**src/rtl/conv2d_stride_engine_if.sv**
```systemverilog
// Handshake and bus bundle for conv2d_stride_engine; the engine takes the slave side.
// Latency: none (wiring only). Backpressure: out_ready, driven by the consumer on the master side.
// Parameters must match the engine instance they connect to.
interface conv2d_stride_engine_if #(
    parameter int IMG_SIZE  = 7,
    parameter int KER_SIZE  = 3,
    parameter int STRIDE    = 1,
    parameter int WIDTH_BIT = 8
);
    localparam int OUT_SIZE = (IMG_SIZE - KER_SIZE) / STRIDE + 1;
    localparam int OW       = $clog2(OUT_SIZE) + 1;

    logic                                              start;
    logic                                              busy;
    logic                                              out_valid;
    logic                                              out_ready;
    logic [WIDTH_BIT-1:0]                              out_data;
    logic [OW-1:0]                                     out_row;
    logic [OW-1:0]                                     out_col;
    logic                                              done;
    logic [IMG_SIZE-1:0][IMG_SIZE-1:0][WIDTH_BIT-1:0]  inpMatrixI;
    logic [KER_SIZE-1:0][KER_SIZE-1:0][WIDTH_BIT-1:0]  kernel;
    logic [OUT_SIZE-1:0][OUT_SIZE-1:0][WIDTH_BIT-1:0]  convOut;

    modport master (
        output start, inpMatrixI, kernel, out_ready,
        input  busy, out_valid, out_data, out_row, out_col, convOut, done
    );

    modport slave (
        input  start, inpMatrixI, kernel, out_ready,
        output busy, out_valid, out_data, out_row, out_col, convOut, done
    );
endinterface

```
**src/rtl/conv2d_stride_engine.sv**
```systemverilog
// Strided 2D convolution with one signed MAC per cycle; optional ReLU via CONV_RELU_EN.
// Latency: first output KER_SIZE^2+2 cycles after start, then one every KER_SIZE^2+1 cycles.
// Backpressure: EMIT holds out_valid/out_data/out_row/out_col stable until out_ready.
module conv2d_stride_engine #(
    parameter int IMG_SIZE  = 7,
    parameter int KER_SIZE  = 3,
    parameter int STRIDE    = 1,
    parameter int WIDTH_BIT = 8,
    parameter int ACC_BIT   = 20
) (
    input logic                    clock,
    input logic                    reset,
    conv2d_stride_engine_if.slave  bus
);
    localparam int OUT_SIZE = (IMG_SIZE - KER_SIZE) / STRIDE + 1;
    localparam int OW = $clog2(OUT_SIZE) + 1;
    localparam int IW = (IMG_SIZE > 1) ? $clog2(IMG_SIZE) : 1;
    localparam int KW = (KER_SIZE > 1) ? $clog2(KER_SIZE) : 1;
    localparam int CW = (OUT_SIZE > 1) ? $clog2(OUT_SIZE) : 1;
    localparam logic [KW-1:0] K_LAST = KW'(KER_SIZE - 1);
    localparam logic [OW-1:0] O_LAST = OW'(OUT_SIZE - 1);
    localparam logic signed [ACC_BIT-1:0] SAT_HI = ACC_BIT'(2 ** (WIDTH_BIT - 1) - 1);
    localparam logic signed [ACC_BIT-1:0] SAT_LO = ~SAT_HI;

    if (ACC_BIT < 2 * WIDTH_BIT + $clog2(KER_SIZE * KER_SIZE)) begin : g_acc_too_narrow
        $error("conv2d_stride_engine: ACC_BIT too narrow for WIDTH_BIT/KER_SIZE");
    end

    typedef enum logic [2:0] {IDLE, LOAD, MAC, EMIT, DONE} state_t;

    state_t                                            state, state_nxt;
    logic [IMG_SIZE-1:0][IMG_SIZE-1:0][WIDTH_BIT-1:0]  img_q;
    logic [KER_SIZE-1:0][KER_SIZE-1:0][WIDTH_BIT-1:0]  ker_q;
    logic [OW-1:0]                                     r, c;
    logic [KW-1:0]                                     kr, kc;
    logic signed [ACC_BIT-1:0]                         acc, sum;
    logic signed [2*WIDTH_BIT-1:0]                     prod;
    logic [IW-1:0]                                     prow, pcol;
    logic [WIDTH_BIT-1:0]                              res;
    logic                                              ker_last, win_last, hs;

    assign ker_last = (kr == K_LAST) && (kc == K_LAST);
    assign win_last = (r == O_LAST) && (c == O_LAST);
    assign hs       = (state == EMIT) && bus.out_ready;

    assign bus.busy      = (state != IDLE);
    assign bus.out_valid = (state == EMIT);
    assign bus.done      = (state == DONE);

    // The sum is consumed in MAC only; in other states it is a don't-care.
    always_comb begin
        prow = IW'(32'(r) * 32'(STRIDE) + 32'(kr));
        pcol = IW'(32'(c) * 32'(STRIDE) + 32'(kc));
        prod = $signed(img_q[prow][pcol]) * $signed(ker_q[kr][kc]);
        sum  = acc + ACC_BIT'(prod);
        if (sum > SAT_HI) begin
            res = SAT_HI[WIDTH_BIT-1:0];
        end else if (sum < SAT_LO) begin
            res = SAT_LO[WIDTH_BIT-1:0];
        end else begin
            res = sum[WIDTH_BIT-1:0];
        end
`ifdef CONV_RELU_EN
        if (res[WIDTH_BIT-1]) begin
            res = '0;
        end
`endif
    end

    always_comb begin
        state_nxt = state;
        case (state)
            IDLE:    if (bus.start) state_nxt = LOAD;
            LOAD:    state_nxt = MAC;
            MAC:     if (ker_last) state_nxt = EMIT;
            EMIT:    if (hs) state_nxt = win_last ? DONE : MAC;
            DONE:    state_nxt = IDLE;
            default: state_nxt = IDLE;
        endcase
    end

    always_ff @(posedge clock) begin
        if (reset) begin
            state <= IDLE;
        end else begin
            state <= state_nxt;
        end
    end

    // Operand snapshot: later input changes never reach a run in progress.
    always_ff @(posedge clock) begin
        if (state == LOAD) begin
            img_q <= bus.inpMatrixI;
            ker_q <= bus.kernel;
        end
    end

    always_ff @(posedge clock) begin
        if (reset) begin
            acc          <= '0;
            r            <= '0;
            c            <= '0;
            kr           <= '0;
            kc           <= '0;
            bus.out_data <= '0;
            bus.out_row  <= '0;
            bus.out_col  <= '0;
            bus.convOut  <= '0;
        end else begin
            case (state)
                LOAD: begin
                    acc         <= '0;
                    r           <= '0;
                    c           <= '0;
                    kr          <= '0;
                    kc          <= '0;
                    bus.convOut <= '0;
                end
                MAC: begin
                    acc <= sum;
                    if (kc == K_LAST) begin
                        kc <= '0;
                        kr <= (kr == K_LAST) ? '0 : kr + 1'b1;
                    end else begin
                        kc <= kc + 1'b1;
                    end
                    if (ker_last) begin
                        bus.out_data                      <= res;
                        bus.out_row                       <= r;
                        bus.out_col                       <= c;
                        bus.convOut[r[CW-1:0]][c[CW-1:0]] <= res;
                    end
                end
                EMIT: begin
                    if (hs && !win_last) begin
                        acc <= '0;
                        if (c == O_LAST) begin
                            c <= '0;
                            r <= r + 1'b1;
                        end else begin
                            c <= c + 1'b1;
                        end
                    end
                end
                default: begin
                end
            endcase
        end
    end
endmodule
```
**src/flat_wrapper.sv**
```systemverilog
// flat-port wrapper written by rule: the top's interface ports become plain ports
module conv2d_stride_engine_flat 
#(
    parameter int IMG_SIZE  = 7,
    parameter int KER_SIZE  = 3,
    parameter int STRIDE    = 1,
    parameter int WIDTH_BIT = 8,
    parameter int ACC_BIT   = 20
)
  (clock, reset, bus_start, bus_inpMatrixI, bus_kernel, bus_out_ready, bus_busy, bus_out_valid, bus_out_data, bus_out_row, bus_out_col, bus_convOut, bus_done);
  conv2d_stride_engine_if #(.IMG_SIZE(IMG_SIZE), .KER_SIZE(KER_SIZE), .STRIDE(STRIDE), .WIDTH_BIT(WIDTH_BIT)) bus_i ();
  input logic clock;
  input logic reset;
  input wire logic [$bits(bus_i.start)-1:0] bus_start;
  input wire logic [$bits(bus_i.inpMatrixI)-1:0] bus_inpMatrixI;
  input wire logic [$bits(bus_i.kernel)-1:0] bus_kernel;
  input wire logic [$bits(bus_i.out_ready)-1:0] bus_out_ready;
  output wire logic [$bits(bus_i.busy)-1:0] bus_busy;
  output wire logic [$bits(bus_i.out_valid)-1:0] bus_out_valid;
  output wire logic [$bits(bus_i.out_data)-1:0] bus_out_data;
  output wire logic [$bits(bus_i.out_row)-1:0] bus_out_row;
  output wire logic [$bits(bus_i.out_col)-1:0] bus_out_col;
  output wire logic [$bits(bus_i.convOut)-1:0] bus_convOut;
  output wire logic [$bits(bus_i.done)-1:0] bus_done;
  assign bus_i.start = bus_start;
  assign bus_i.inpMatrixI = bus_inpMatrixI;
  assign bus_i.kernel = bus_kernel;
  assign bus_i.out_ready = bus_out_ready;
  assign bus_busy = bus_i.busy;
  assign bus_out_valid = bus_i.out_valid;
  assign bus_out_data = bus_i.out_data;
  assign bus_out_row = bus_i.out_row;
  assign bus_out_col = bus_i.out_col;
  assign bus_convOut = bus_i.convOut;
  assign bus_done = bus_i.done;
  conv2d_stride_engine #(.IMG_SIZE(IMG_SIZE), .KER_SIZE(KER_SIZE), .STRIDE(STRIDE), .WIDTH_BIT(WIDTH_BIT), .ACC_BIT(ACC_BIT)) u_core (.clock(clock), .reset(reset), .bus(bus_i));
endmodule
```
**config.mk**
```make
export PLATFORM = sky130hd
export DESIGN_NAME = conv2d_stride_engine_flat
export DESIGN_NICKNAME = d
export VERILOG_FILES = /design/src/rtl/conv2d_stride_engine_if.sv /design/src/rtl/conv2d_stride_engine.sv /design/src/flat_wrapper.sv
export SDC_FILE = /design/constraint.sdc
export NUM_CORES = 1
export LEC_CHECK = 0
export ABC_CLOCK_PERIOD_IN_PS = 57800
export CORE_UTILIZATION = 41
export CTS_BUF_LIST = sky130_fd_sc_hd__clkbuf_4 sky130_fd_sc_hd__clkbuf_8
export DETAILED_ROUTE_END_ITERATION = 6
export HOLD_SLACK_MARGIN = 0.08
export PLACE_DENSITY = 0.66
export SETUP_SLACK_MARGIN = 0.15
export SYNTH_ARGS = -nofsm -noshare
export SYNTH_HDL_FRONTEND = slang
export SYNTH_SLANG_ARGS = --single-unit
```
**constraint.sdc**
```tcl
create_clock -name clock -period 57.8 [get_ports clock]
set_clock_uncertainty 0.05 [all_clocks]
set_input_delay 8.67 -clock clock [delete_from_list [all_inputs] [get_ports clock]]
set_output_delay 8.67 -clock clock [all_outputs]
set_load 0.05 [all_outputs]
```
# == Yosys cells after proc, flatten, opt, wreduce, memory -nomap -nowiden ==
# Cells that the tools add are included.
# word_totals
ff_bits,715
output_inout_bits,219
wordCells,178
# classes
addsub,7
multipliers,1
order_cmp,10
eq_ne,14
mux,35
n_reduce_logical,19
# ops
cell,count
200-bit one-hot mux with 2 select lines,1
200-bit bitwise mux,1
200-bit 2-to-1 mux,1
56-bit binary-select mux with 3-bit select,1
40-bit demux with 3-bit select,1
20-bit one-hot mux with 3 select lines,1
56-bit 2-to-1 mux,1
24-bit binary-select mux with 2-bit select,1
40-bit 2-to-1 mux,1
8-bit 2-to-1 mux,5
8-bit binary-select mux with 3-bit select,1
8-bit demux with 3-bit select,1
24-bit 2-to-1 mux,1
20-bit by 16-bit adder with 20-bit output,1
20-bit by 8-bit > comparator with 1-bit output (second input constant),1
20-bit by 8-bit < comparator with 1-bit output (second input constant),1
20-bit 2-to-1 mux,1
8-bit binary-select mux with 2-bit select,1
3-bit by 4-bit < comparator with 1-bit output (second input constant),4
8-bit by 8-bit multiplier with 16-bit output,1
4-bit 2-to-1 mux,4
4-bit one-hot mux with 2 select lines,2
3-bit 2-to-1 mux,4
3-bit one-hot mux with 4 select lines,1
21 further kinds,48

# == Logic depth before layout (Yosys ltp) ==
# logic_depth
ltp_word,13
mapped_depth,35
depth_no_buf,28

# == Worst setup path before layout ==
# OpenSTA, ideal clock, no wires.
# synth_path
path_type,register to register
from,register u_core.state[2]
to,register u_core.r[3]
arrival_ns,38.807
slack_ns,17.509
path_stages_with_launch,8
path_buffers,1
synth_period_minus_slack_ns,40.291
path_cell_list,dfxtp_1 clkbuf_1 nor3b_1 a31oi_1 nor2_1 nand4_1 xor2_1 nor3_1
# synth_via
elab_chain_len,5
elab_cells_between_ends,9
classes_between,4 x eq/ne; 1 x mux; 4 x reduce/logical
# synth_lines
element,line,source
start: declaration,conv2d_stride_engine.sv:31,"state_t state, state_nxt;"
start signal: assignment,conv2d_stride_engine.sv:86,state <= state_nxt;
3-bit by 2-bit equality test with 1-bit output,"conv2d_stride_engine.sv:44, conv2d_stride_engine.sv:110",
1-bit logical AND,conv2d_stride_engine.sv:44,assign hs = (state == EMIT) && bus.out_ready;
1-bit logical AND,conv2d_stride_engine.sv:135,if (hs && !win_last) begin
2-bit by 1-bit != test with 1-bit output (no source line),-,
3-bit AND reduction (no source line),-,
end signal: assignment,conv2d_stride_engine.sv:139,r <= r + 1'b1;
end: declaration,conv2d_stride_engine.sv:34,"logic [OW-1:0] r, c;"
# Parallel ways exist; a longest one is shown, timed or not.
# A chain may end at the register's enable or synchronous reset.

# == Worst setup path in the final report ==
# layout_path
from,register u_core.kr[0]
to,"register, netlist name u_core.bus.convOut[35]"
# layout_via
elab_chain_len,13
elab_cells_between_ends,22
classes_between,2 x add/sub; 1 x mul; 2 x order compare; 2 x eq/ne; 13 x mux; 2 x reduce/logical
# layout_lines
element,line,source
start: declaration,conv2d_stride_engine.sv:35,"logic [KW-1:0] kr, kc;"
start signal: assignment,conv2d_stride_engine.sv:123,kr <= (kr == K_LAST) ? '0 : kr + 1'b1;
3-bit by 2-bit adder with 3-bit output,conv2d_stride_engine.sv:52,prow = IW'(32'(r) * 32'(STRIDE) + 32'(kr));
56-bit binary-select mux with 3-bit select,conv2d_stride_engine.sv:54,prod = $signed(img_q[prow][pcol]) * $signed(ker_q[kr][kc]);
56-bit 2-to-1 mux (implied by the code),conv2d_stride_engine.sv:54,
8-bit binary-select mux with 3-bit select,conv2d_stride_engine.sv:54,
8-bit 2-to-1 mux (implied by the code),conv2d_stride_engine.sv:54,
8-bit by 8-bit multiplier with 16-bit output,conv2d_stride_engine.sv:54,
20-bit by 16-bit adder with 20-bit output,conv2d_stride_engine.sv:55,sum = acc + ACC_BIT'(prod);
20-bit by 8-bit < comparator with 1-bit output,conv2d_stride_engine.sv:58,end else if (sum < SAT_LO) begin
8-bit 2-to-1 mux,conv2d_stride_engine.sv:58,
8-bit 2-to-1 mux,conv2d_stride_engine.sv:56,if (sum > SAT_HI) begin
200-bit bitwise mux,conv2d_stride_engine.sv:131,bus.convOut[r[CW-1:0]][c[CW-1:0]] <= res;
200-bit 2-to-1 mux,conv2d_stride_engine.sv:127,if (ker_last) begin
200-bit one-hot mux with 2 select lines,conv2d_stride_engine.sv:110,case (state)
# Parallel ways exist; a longest one is shown, timed or not. The select of a mux whose other input is x is not followed.

==> run_results.csv <==
group,metric,value,unit
yosys,synth-edff-count,464,
global_routing,grtUsageTotal,24.7,%
yosys,ys_ff_latch,715,
finish,syn2layout_area_growth,30.6,%
worst_setup_path,end_kind,"flop",
detailed_routing,vias_per_cell,5.46,
sta,max_slew_margin,19.5,%
status,status,"complete, no violations",
detailed_routing,drt_pre_antenna_iters,5,
finish,final_common_cell,"clkdlybuf4s50_1",
yosys,synth_cells,2382,
finish,layout_common_cells,"clkdlybuf4s50_1 (685), edfxtp_1 (464), nand2_1 (324)",
job,drv_cap,0,
yosys,syn_area_per_cell,13.8,sq um
die,fp.coreArea,79100,sq um
place,place_ws,45.71,ns
detailed_routing,ant_nets,0,
clock_network,cts_buffers,118,
yosys,synth_warnings,0,
die,row_count,103,
worst_setup_path,crit_fanout,118,
place,place_congestion,0.869,
yosys,yosys_most_used_dff,"edfxtp_1",
worst_setup_path,required,58.28,ns
worst_setup_path,worstSetupPathType,"flop to flop",
yosys,async_reset_ff_share,0,%
detailed_routing,wl_per_cell,24.4,microns
sta,fin_setup_tns,0,ns
sta,setup_slack,45.73,ns
finish,layout-drive-gt1-share,16.3,%
yosys,syn-cell-area,32900,sq um
sta,fin_crit,12.07,ns
detailed_routing,wl,102000,microns
yosys,ys_types,73,
global_routing,grt_pass1_wl,151000,microns
detailed_routing,vias,22900,
sta,slew_violations,0,
die,die_area,81300,sq um
die,die_h,285,microns
global_routing,grt_pass1_vias,23800,
sta,finalHoldViolCount,0,
global_routing,grt_overflow,0,
finish,nets,3662,
clock_network,cts-root-buf,"clkbuf_8",
sta,rsz0062_at_grt,"false",
worst_setup_path,crit_arrival,12.55,ns
sta,holdWs,0.404,ns
finish,multi_input_area,12800,sq um
clock_network,path_clk_slew,0.06,ns
clock_network,clk_latency,0.77,ns
global_routing,grt_max_degree,119,
clock_network,post_cts_buffers,0,
yosys,syn_nets,2992,
sta,tightest_slew,1.21,ns
place,hpwl,75600,microns
detailed_routing,drt_iter0_markers,1815,
worst_hold_path,hp-class,"flop to flop",
clock_network,cts_resized,0,
detailed_routing,drc,0,
finish,fin_util,54.2,%
clock_network,clockBufferDepth,3,
clock_network,cts_hold_buffers,0,
finish,ff_latch_area,19000,sq um
yosys,ys_seq_area_share,57.7,%
clock_network,cts_tree,"built",
sta,post-route-period-util,20.9,%
global_routing,antenna_found_initial,19,
sta,setup_viol,0,
die,initial_core_util,41.5,%
die,io_pins,687,
finish,fillers,6547,
sta,fmax,0.0829,GHz
die,dieWidth,285,microns
place,numPortBuffers,686,
clock_network,cts_sinks,715,
clock_network,cts_max_level,3,
worst_setup_path,critPathLaunchType,"flop",
==> routing by layer <==
metal,track usage [%],vias to the layer above,wire length [microns]
met5,0,-,105
met2,44.2,953,53200
met1,29.3,11500,39700
met4,7.82,16,2740
met3,5.33,161,6660
li1,-,10300,-
==> synth_stat cells (8+ instances only) <==
cell type,count,area (sq um)
nor2_1,112,420
buf_1,16,60.1
o211ai_1,55,413
nand2_1,324,1220
and2_1,40,250
o22ai_1,8,50.1
ha_1,51,638
a21oi_1,68,340
buf_6,9,101
mux2i_1,85,851
or3_1,10,62.6
clkbuf_1,109,409
buf_8,10,150
xnor2_1,15,131
a22oi_1,22,165
nand2b_1,14,87.6
nor3_1,17,85.1
a32oi_1,25,219
dfxtp_1,251,5020
o31ai_1,9,67.6
mux4_2,68,1530
buf_4,15,113
inv_1,87,327
nand3b_1,9,67.6
buf_2,13,65.1
nand3_1,9,45.0
fa_1,91,1820
o41ai_2,168,2730
xor2_1,8,70.1
edfxtp_1,464,13900
o21ai_0,105,526
==> state kept, by name (all words and copies together), names as in the netlist <==
name and cells:
u_core.acc 20, u_core.r 4, u_core.bus.out_row 4, u_core.img_q 392, u_core.bus.out_col 4, u_core.kc 2
u_core.c 4, u_core.ker_q 72, u_core.state 3, u_core.bus.convOut 200, u_core.kr 2, u_core.bus.out_data 8
==> path summary, 6_finish.rpt <==
| check | from | to | slack, ns | depth (start not counted) |
|---|---|---|---|---|
| max | u_core.kr[0] | u_core.bus.convOut[35] | 45.73 | 27 |
| min | u_core.bus.out_row[2] | u_core.bus.out_row[2] | 0.40 | 2 |
| max reg2reg | u_core.kr[0] | u_core.bus.convOut[35] | 45.73 | 27 |
| min reg2reg | u_core.bus.out_row[2] | u_core.bus.out_row[2] | 0.40 | 2 |
==> critical path: stages, from the launching register on <==
cell and delay (ns):
dfxtp_2 0.60, ha_4 0.31, fa_4 0.76, buf_4 0.62, nor2b_4 0.27, buf_4 0.57, nand2_1 0.13, o211ai_1 0.11
o21ai_0 0.11, mux4_2 0.52, mux2i_1 0.42, and2_1 0.82, fa_1 0.58, fa_1 0.50, fa_1 0.57, fa_1 0.43
fa_1 0.39, ha_1 0.42, o21ai_1 0.22, nor2_1 0.13, a2111oi_2 0.43, o21bai_2 0.16, o31ai_4 0.35, xor2_2 0.16
buf_4 0.32, o31a_4 0.91, buf_12 0.68, o41ai_2 0.17
==> cell type report <==
cell class | count | area share (%)
repair buffers | 722 | 16.7
clock buffers | 170 | 4.82
diodes | 11 | 0.0641
clock inverters | 37 | 0.685
well taps | 1050 | 3.06
inverters | 87 | 0.761
flip-flops and latches | 715 | 44.2
multi-input cells | 1408 | 29.8
==> logic make-up (layout without fill, tap and decap cells) <==
logic type | Yosys count | count (layout) | synth area share, %
AO/OA/AOI/OAI | 525 | 525 | 15.7
XOR/XNOR | 25 | 25 | 0.746
adder cells (fa/ha/maj) | 142 | 142 | 7.49
buffers and inverters | 259 | 1016 | 3.73
flip-flops | 715 | 715 | 57.7
multiplexers | 153 | 153 | 7.25
other | 0 | 11 | 0
AND/OR/NAND/NOR | 563 | 563 | 7.44
==> metrics by stage <==
stage / std cells / cell area (sq um)
finish: 4200 / 42900
global route: 4198 / 42900
CTS: 4189 / 42900
detailed placement: 3982 / 40500
global placement: 3982 / 40500
floorplan: 2382 / 32900
Power is not shown: default switching activity piles up to over one toggle a cycle in this logic, so the estimate is an artifact.
